[config.mk]
export PLATFORM = sky130hd
export DESIGN_NAME = store_buffer_flat
export DESIGN_NICKNAME = d
export VERILOG_FILES = /design/src/rtl/store_buffer_if.sv /design/src/rtl/store_buffer.sv /design/src/flat_wrapper.sv
export SDC_FILE = /design/constraint.sdc
export NUM_CORES = 1
export LEC_CHECK = 0
export CAP_MARGIN = 40
export CORE_MARGIN = 1
export CORE_UTILIZATION = 30
export CTS_BUF_LIST = sky130_fd_sc_hd__clkbuf_4
export DETAILED_ROUTE_END_ITERATION = 6
export HOLD_SLACK_MARGIN = 0.08
export PLACE_DENSITY_LB_ADDON = 0.12
export RECOVER_POWER = 50
export SYNTH_ARGS = -nofsm -noshare
export SYNTH_HDL_FRONTEND = slang
export SYNTH_SLANG_ARGS = --single-unit
[constraint.sdc]
create_clock -name clk -period 4.2 [get_ports clk]
set_clock_uncertainty 0.1 [all_clocks]
set_input_delay 0.42 -clock clk [delete_from_list [all_inputs] [get_ports clk]]
set_output_delay 0.42 -clock clk [all_outputs]
set_load 0.005 [all_outputs]
[src/rtl/store_buffer_if.sv]
// Bus bundle for the store buffer: store intake, memory drain port and load-forwarding lookup.
interface store_buffer_if #(
  parameter int WIDTH  = 16,
  parameter int AWIDTH = 16,
  parameter int DEPTH  = 4
);
  localparam int CW = $clog2(DEPTH) + 1;

  logic              st_valid;
  logic              st_ready;
  logic [AWIDTH-1:0] st_addr;
  logic [WIDTH-1:0]  st_data;
  logic              mem_we;
  logic [AWIDTH-1:0] mem_addr;
  logic [WIDTH-1:0]  mem_wdata;
  logic              mem_ack;
  logic [AWIDTH-1:0] ld_addr;
  logic              ld_hit;
  logic [WIDTH-1:0]  ld_data;
  logic [CW-1:0]     count;
  logic              empty;

  modport slave (
    input  st_valid, st_addr, st_data, mem_ack, ld_addr,
    output st_ready, mem_we, mem_addr, mem_wdata, ld_hit, ld_data, count, empty
  );

  modport master (
    output st_valid, st_addr, st_data, mem_ack, ld_addr,
    input  st_ready, mem_we, mem_addr, mem_wdata, ld_hit, ld_data, count, empty
  );
endinterface

[src/rtl/store_buffer.sv]
// In-order store buffer: FIFO of {addr, data} drained to memory by a two-state
// write FSM, with youngest-match forwarding to a pending load.
module store_buffer #(
  parameter int WIDTH  = 16,
  parameter int AWIDTH = 16,
  parameter int DEPTH  = 4
) (
  input  logic           clk,
  input  logic           reset,
  store_buffer_if.slave  bus
);
  localparam int PW = $clog2(DEPTH);
  localparam int CW = PW + 1;

  typedef enum logic {IDLE, WRITE} state_t;

  state_t            state_q, state_d;
  logic [PW-1:0]     head_q, head_d;
  logic [PW-1:0]     tail_q, tail_d;
  logic [CW-1:0]     count_q, count_d;

  logic [AWIDTH-1:0] addr_mem [DEPTH];
  logic [WIDTH-1:0]  data_mem [DEPTH];

  logic push;
  logic pop;
  logic full;

  assign full = (count_q == CW'(DEPTH));
  // No full-bypass: a pop in the same cycle does not open a slot for a push.
  assign push = bus.st_valid && !full;
  assign pop  = (state_q == WRITE) && bus.mem_ack;

  always_comb begin
    head_d  = pop  ? head_q + PW'(1) : head_q;
    tail_d  = push ? tail_q + PW'(1) : tail_q;
    count_d = count_q;
    unique case ({push, pop})
      2'b10:   count_d = count_q + CW'(1);
      2'b01:   count_d = count_q - CW'(1);
      default: count_d = count_q;
    endcase
    state_d = state_q;
    unique case (state_q)
      IDLE:    if (count_q != '0) state_d = WRITE;
      WRITE:   if (pop && count_d == '0) state_d = IDLE;
      default: state_d = IDLE;
    endcase
  end

  always_ff @(posedge clk or posedge reset) begin
    if (reset) begin
      state_q <= IDLE;
      head_q  <= '0;
      tail_q  <= '0;
      count_q <= '0;
    end else begin
      state_q <= state_d;
      head_q  <= head_d;
      tail_q  <= tail_d;
      count_q <= count_d;
    end
  end

  // Storage is left unreset; occupancy is tracked only by pointers and count.
  always_ff @(posedge clk) begin
    if (push) begin
      addr_mem[tail_q] <= bus.st_addr;
      data_mem[tail_q] <= bus.st_data;
    end
  end

  logic             hit;
  logic [WIDTH-1:0] hit_data;
  logic [PW-1:0]    idx;

  // Scan oldest to youngest so the last match wins; an entry being pushed now is not yet counted.
  always_comb begin
    hit      = 1'b0;
    hit_data = '0;
    idx      = '0;
    for (int i = 0; i < DEPTH; i++) begin
      idx = head_q + PW'(i);
      if ((CW'(i) < count_q) && (addr_mem[idx] == bus.ld_addr)) begin
        hit      = 1'b1;
        hit_data = data_mem[idx];
      end
    end
  end

  assign bus.st_ready  = !full;
  assign bus.mem_we    = (state_q == WRITE);
  assign bus.mem_addr  = (state_q == WRITE) ? addr_mem[head_q] : '0;
  assign bus.mem_wdata = (state_q == WRITE) ? data_mem[head_q] : '0;
  assign bus.ld_hit    = hit;
  assign bus.ld_data   = hit_data;
  assign bus.count     = count_q;
  assign bus.empty     = (count_q == '0);
endmodule

[src/flat_wrapper.sv]
// flat-port wrapper written by rule: the top's interface ports become plain ports
module store_buffer_flat 
#(
  parameter int WIDTH  = 16,
  parameter int AWIDTH = 16,
  parameter int DEPTH  = 4
)
  (clk, reset, bus_st_valid, bus_st_addr, bus_st_data, bus_mem_ack, bus_ld_addr, bus_st_ready, bus_mem_we, bus_mem_addr, bus_mem_wdata, bus_ld_hit, bus_ld_data, bus_count, bus_empty);
  store_buffer_if #(.WIDTH(WIDTH), .AWIDTH(AWIDTH), .DEPTH(DEPTH)) bus_i ();
  input  logic clk;
  input  logic reset;
  input wire logic [$bits(bus_i.st_valid)-1:0] bus_st_valid;
  input wire logic [$bits(bus_i.st_addr)-1:0] bus_st_addr;
  input wire logic [$bits(bus_i.st_data)-1:0] bus_st_data;
  input wire logic [$bits(bus_i.mem_ack)-1:0] bus_mem_ack;
  input wire logic [$bits(bus_i.ld_addr)-1:0] bus_ld_addr;
  output wire logic [$bits(bus_i.st_ready)-1:0] bus_st_ready;
  output wire logic [$bits(bus_i.mem_we)-1:0] bus_mem_we;
  output wire logic [$bits(bus_i.mem_addr)-1:0] bus_mem_addr;
  output wire logic [$bits(bus_i.mem_wdata)-1:0] bus_mem_wdata;
  output wire logic [$bits(bus_i.ld_hit)-1:0] bus_ld_hit;
  output wire logic [$bits(bus_i.ld_data)-1:0] bus_ld_data;
  output wire logic [$bits(bus_i.count)-1:0] bus_count;
  output wire logic [$bits(bus_i.empty)-1:0] bus_empty;
  assign bus_i.st_valid = bus_st_valid;
  assign bus_i.st_addr = bus_st_addr;
  assign bus_i.st_data = bus_st_data;
  assign bus_i.mem_ack = bus_mem_ack;
  assign bus_i.ld_addr = bus_ld_addr;
  assign bus_st_ready = bus_i.st_ready;
  assign bus_mem_we = bus_i.mem_we;
  assign bus_mem_addr = bus_i.mem_addr;
  assign bus_mem_wdata = bus_i.mem_wdata;
  assign bus_ld_hit = bus_i.ld_hit;
  assign bus_ld_data = bus_i.ld_data;
  assign bus_count = bus_i.count;
  assign bus_empty = bus_i.empty;
  store_buffer #(.WIDTH(WIDTH), .AWIDTH(AWIDTH), .DEPTH(DEPTH)) u_core (.clk(clk), .reset(reset), .bus(bus_i));
endmodule
* Word level (Yosys, flattened, before mapping)
Memories as Yosys holds them, arrays and structs flattened.
Index checks and enable logic that the tools add are counted.
** Operators by class
- Multiplexer cells :: 16
- $lt $le $gt $ge :: 4
- Reduce and logical (&&, ||, !) cells :: 11
- $add $sub $neg :: 6
- Equality and inequality tests :: 7
- Bitwise operators :: 1
** Operators with widths (number)
- $mux W16 :: 6
- $eq A16 B16 Y1 :: 4
- $mux W1 :: 8
- $logic_and A1 B1 Y1 :: 7
- $logic_not A3 Y1 :: 2
- $lt A1 B3 Y1 const A :: 2
- $lt A2 B3 Y1 const A :: 2
- $pmux W3 S2 :: 1
- $add A2 B1 Y2 const B :: 2
- $add A2 B2 Y2 const B :: 2
- $add A3 B1 Y3 const B :: 1
- $eq A3 B3 Y1 const B :: 1
- $reduce_bool A3 Y1 :: 1
- $sub A3 B1 Y3 const B :: 1
- $eq A2 B1 Y1 const B :: 1
- $eq A2 B2 Y1 const B :: 1
- $pmux W1 S2 :: 1
- $logic_not A1 Y1 :: 1
- $not A1 Y1 :: 1
** Storage, ports and cells
- Memory bits (writable) :: 128
- Memories :: 2
- Bits in registers :: 8
** Memories
- u_core.addr_mem :: depth 4, width 16, rd ports 4, clocked after memory_dff 0, write ports 1, RTL line store_buffer.sv:22 : logic [AWIDTH-1:0] addr_mem [DEPTH];
- u_core.data_mem :: depth 4, width 16, rd ports 4, clocked after memory_dff 0, write ports 1, RTL line store_buffer.sv:23 : logic [WIDTH-1:0] data_mem [DEPTH];

* Longest topological paths before layout
- Depth in word-level cells :: 9
- Gate-level depth with buffers :: 14
- Depth with buffers taken out :: 10

* Least setup slack after synthesis
OpenSTA, ideal clock, no wires.
- Path type :: register to output
- Start :: reg u_core.count_q[1], in the netlist u_core.bus.count[1]
- End :: out bus_ld_data[15]
- Path buffers :: 2
- Cell stages (with the launch flop) :: 11
- Slack :: 1002 ps
- Arrival :: 2678 ps
- Path through :: dfrtp_1 -> inv_1 -> ha_1 -> or2_2 -> a211o_1 -> or4_4 -> nor4_4 -> buf_6 -> buf_6 -> a21oi_1 -> a221oi_1
** Between the ends
- Word-level cells in the longest chain between the ends :: 6
- Elaborated cells between the ends (all ways) :: 12
- Classes of those cells :: order compare: 4; mux: 4; reduce/logical: 4
** Ends and longest elaborated chain
- start, declared :: RTL line store_buffer.sv:20 : logic [CW-1:0] count_q, count_d;
- start signal, assigned :: RTL line store_buffer.sv:61 : count_q <= count_d;
- $lt A1 B3 Y1 :: RTL line store_buffer.sv:84 : if ((CW'(i) < count_q) && (addr_mem[idx] == bus.ld_addr)) begin
- $logic_and A1 B1 Y1 :: RTL line store_buffer.sv:84
- $mux W16 (3 in series) :: RTL line store_buffer.sv:84
- $mux W16 (*) :: RTL line store_buffer.sv:84
- end, declared :: RTL line flat_wrapper.sv:22 : output wire logic [$bits(bus_i.ld_data)-1:0] bus_ld_data;
Mark *: on every way between the ends. The rest lies on a longest branch, timed or not.

* Worst setup path after layout
- Start :: reg u_core.head_q[1]
- End :: out bus_ld_data[13]
** Between the ends
- Word-level cells in the longest chain between the ends :: 7
- Elaborated cells between the ends (all ways) :: 17
- Classes of those cells :: add/sub: 3; eq/ne: 4; mux: 4; reduce/logical: 4; memory: 2
** Ends and longest elaborated chain
- start, declared :: RTL line store_buffer.sv:18 : logic [PW-1:0] head_q, head_d;
- start signal, assigned :: RTL line store_buffer.sv:54 : head_q <= '0;
- start signal, assigned :: RTL line store_buffer.sv:59 : head_q <= head_d;
- $add A2 B1 Y2 or $mem_v2 Z4 W16 (tied branches)
- $mem_v2 Z4 W16 or $eq A16 B16 Y1 (tied branches)
- $eq A16 B16 Y1 or $logic_and A1 B1 Y1 (tied branches) :: RTL line store_buffer.sv:84
- $logic_and A1 B1 Y1 or $mux W16 (tied branches) :: RTL line store_buffer.sv:84
- $mux W16 (2 in series) :: RTL line store_buffer.sv:84
- $mux W16 (*) :: RTL line store_buffer.sv:84
Marked as above.

==> results.json <==
{
  "status": "finished with violations",
  "violations": "setup timing",
  "wl_um": 29400,
  "critical_path_class": "flip-flop to output pin",
  "antenna_left": 0,
  "ys.flop_type": "edfxtp_1",
  "area_delta_synth_final_pct": 34.1,
  "die_w_um": 179,
  "start_util_pct": 30.6,
  "grt_overflow_total": 0,
  "syn_area_mm2": 0.00937,
  "vias_per_cell": 5.20,
  "port_buffers": 106,
  "drv_cap": 0,
  "grt_max_degree": 59,
  "synth-simple-area-share_pct": 12.4,
  "grt_pass1_wl_um": 43900,
  "die_y_um": 179,
  "worstMarginPinSlew_ns": 1.01,
  "synth-edff-count": 128,
  "synth_most_common_cell": "edfxtp_1",
  "cts_buffers": 17,
  "fmax_ghz": 0.233,
  "gp_congestion": 0.835,
  "place_ws_ns": -0.125,
  "clk_latency_ns": 0.55,
  "fin_cells": 1394,
  "finalCritPeriodShare_pct": 102,
  "dr_total_vias": 7248,
  "cts_buffer_depth": 2,
  "final_area_mm2": 0.0126,
  "ys_top_cells_by_area": "edfxtp_1 41%, mux2i_1 12%, mux4_2 6.0%",
  "grt_pass1_vias": 7218,
  "rows": 64,
  "peakVddDrop_mv": 0.359,
  "finalSetupViolCount": 11,
  "routedWlPerCell_um": 21.1,
  "fin_util_pct": 41.0,
  "syn_avg_cell_area_um2": 11.5,
  "synth_top_family_by_area": "multiplexers",
  "synthCells": 812,
  "core_mm2": 0.0307,
  "grt_use_total_pct": 18.6,
  "cts_tree": "done",
  "worst_ep_required_time_ns": 3.68,
  "placed_cell_area_mm2": 0.0112,
  "nets": 1047,
  "ys_warn_count": 0,
  "slew_headroom_pct": 33.0,
  "setup_slack_ns": -0.0931,
  "ios": 107,
  "path_clk_slew_ns": 0.16,
  "dp_cells": 1313,
  "endpoint_kind": "output pin",
  "ys_async_sr_fraction_pct": 5.88,
  "first_pass_iters": 5,
  "rsz0062_at_grt": "true",
  "antenna_found_initial": 2,
  "period_minus_slack_ns": 4.29,
  "finalMaxSlewViolations": 0,
  "synth_compound_area_share_pct": 9.89,
  "p_per_area_mw_per_mm2": 674,
  "path_max_fanout": 8,
  "drt_iter0_drc": 425,
  "synth.net_count": 875,
  "drive_gt1_share_pct": 31.5,
  "synth_area_leader_cell": "edfxtp_1",
  "clock-sinks": 136,
  "cp.arrival_ns": 3.77,
  "die_area_mm2": 0.0319,
  "yosys_register_bits": 136,
  "synthMuxAreaShare_pct": 22.4,
  "synth_top_cell_area_share_pct": 41.0,
  "synthTopCellsByCount": "128 x edfxtp_1, 114 x mux2i_1, 54 x nand2_1, 51 x nor2_1, 46 x xnor2_1",
  "holdCritPathClass": "input port to flip-flop",
  "htree_levels": 4,
  "synth_fa_ha_area_share_pct": 1.47,
  "yosysUniqueCellTypes": 57,
  "root_buffer": "clkbuf_4",
  "route.detailed.drc": 0,
  "hpwlAfterDp_um": 19800,
  "cp-start-kind": "flip-flop",
  "synth_xor_area_share_pct": 5.98,
  "ys_seq_area_share_pct": 43.2,
  "hold_viol": 0,
  "leakagePower_nw": 4.69,
  "fillers": 2897
}
critical path, stage by stage (launching register included):
cell,delay (ns)
dfrtp_4,0.56
buf_12,0.17
buf_16,0.16
mux2i_4,0.20
mux2i_2,0.20
xnor2_1,0.18
nand4_1,0.23
nand4bb_4,0.28
buf_8,0.17
buf_12,0.14
or3_4,0.32
o21a_1,0.14
a221oi_4,0.29
buf_2,0.16
power breakdown:
part           switching [mW]  internal, mW  total (mW)  leakage [nW]
sequential              0.214          1.80        2.01          1.27
combinational            2.70          2.90        5.60          3.30
clock                   0.552         0.311       0.864         0.128
total                    3.47          5.01        8.47          4.69
cell type report:
class / count / area, µm² / share of cell area [%]
flip-flops and latches: 136 / 4050 / 32.2
clock inverters: 13 / 124 / 0.985
well taps: 396 / 495 / 3.94
inverters: 16 / 62.6 / 0.498
repair buffers: 223 / 2280 / 18.2
clock buffers: 19 / 143 / 1.13
multi-input cells: 590 / 5410 / 43.0
diodes: 1 / 2.50 / 0.0199
cells in the final DEF (no fill, tap or decap), types with 10 or more instances in the layout:
cell type	Yosys	final
buf_12	0	16
xnor2_1	46	35
mux2i_2	0	19
o21a_1	13	13
o211ai_1	32	32
a221oi_2	11	13
buf_4	6	79
xnor2_2	0	10
dlygate4sd3_1	0	34
mux2_2	35	34
edfxtp_1	128	128
ha_1	11	11
nand2_1	54	54
nor2_1	51	48
and2_1	20	19
xor2_1	18	17
clkdlybuf4s50_1	0	56
nor3_1	14	12
inv_1	15	15
mux4_2	25	25
clkbuf_4	0	19
or3_1	28	27
a21oi_1	15	13
and3_1	21	20
buf_2	11	16
nand4_1	11	11
mux2i_1	114	87
state kept, by name, summed over array words and instances (netlist names):
register and cells:
u_core.addr_mem 64, u_core.data_mem 64, u_core.bus.count 3, u_core.head_q 2
u_core.tail_q 2, u_core.bus.mem_we 1
through the flow:
stage | total power [mW] | hold slack (ns) | TNS, ns
floorplan | 4.86 | 0.136 | 0
global placement | 6.74 | 0.528 | -0.493
detailed placement | 6.75 | 0.523 | -0.639
CTS | 8.33 | 0.328 | -0.863
global route | 8.97 | 0.414 | -2.92
finish | 8.47 | 0.439 | -0.406
what timing repair did:
item                                   4_1_cts  5_1_grt
cloned                                       7        2
endpoints found under the hold margin        8        0
hold buffers                                 1        0
setup endpoints to repair                   17       16
setup buffers                               30       13
gates resized for setup                    152       28
pin swaps                                   29       28
per-layer routing:
layer / global-route usage [%] / wire length, µm / vias up
met2: 29.5 / 13500 / 168
met4: 3.92 / 257 / 2
li1: - / - / 3425
met5: 0 / 12 / -
met3: 2.50 / 1140 / 17
met1: 27.1 / 14500 / 3636
worst paths after layout:
check	from	to	slack, ns	depth (start not counted)
worst min register to register	u_core.tail_q[1]	u_core.tail_q[1]	0.54	2
min in group asynchronous	reset	u_core.bus.mem_we	0.70	3
max in group asynchronous	reset	u_core.head_q[0]	3.02	3
worst min-delay path	bus_st_data[12]	u_core.data_mem[0][12]	0.44	1
worst max register to register	u_core.bus.count[0]	u_core.bus.mem_we	1.48	10
worst max-delay path	u_core.head_q[1]	bus_ld_data[13]	-0.09	13
kinds of logic after synthesis:
family / after synthesis
DFF: 136
muxes: 174
xor gates and xnor gates: 64
and+or+nand+nor: 225
adders and majority gates: 11
buffers and inverters: 86
AOI/OAI and AO/OA: 116
Power figures use the tool's default switching activity.
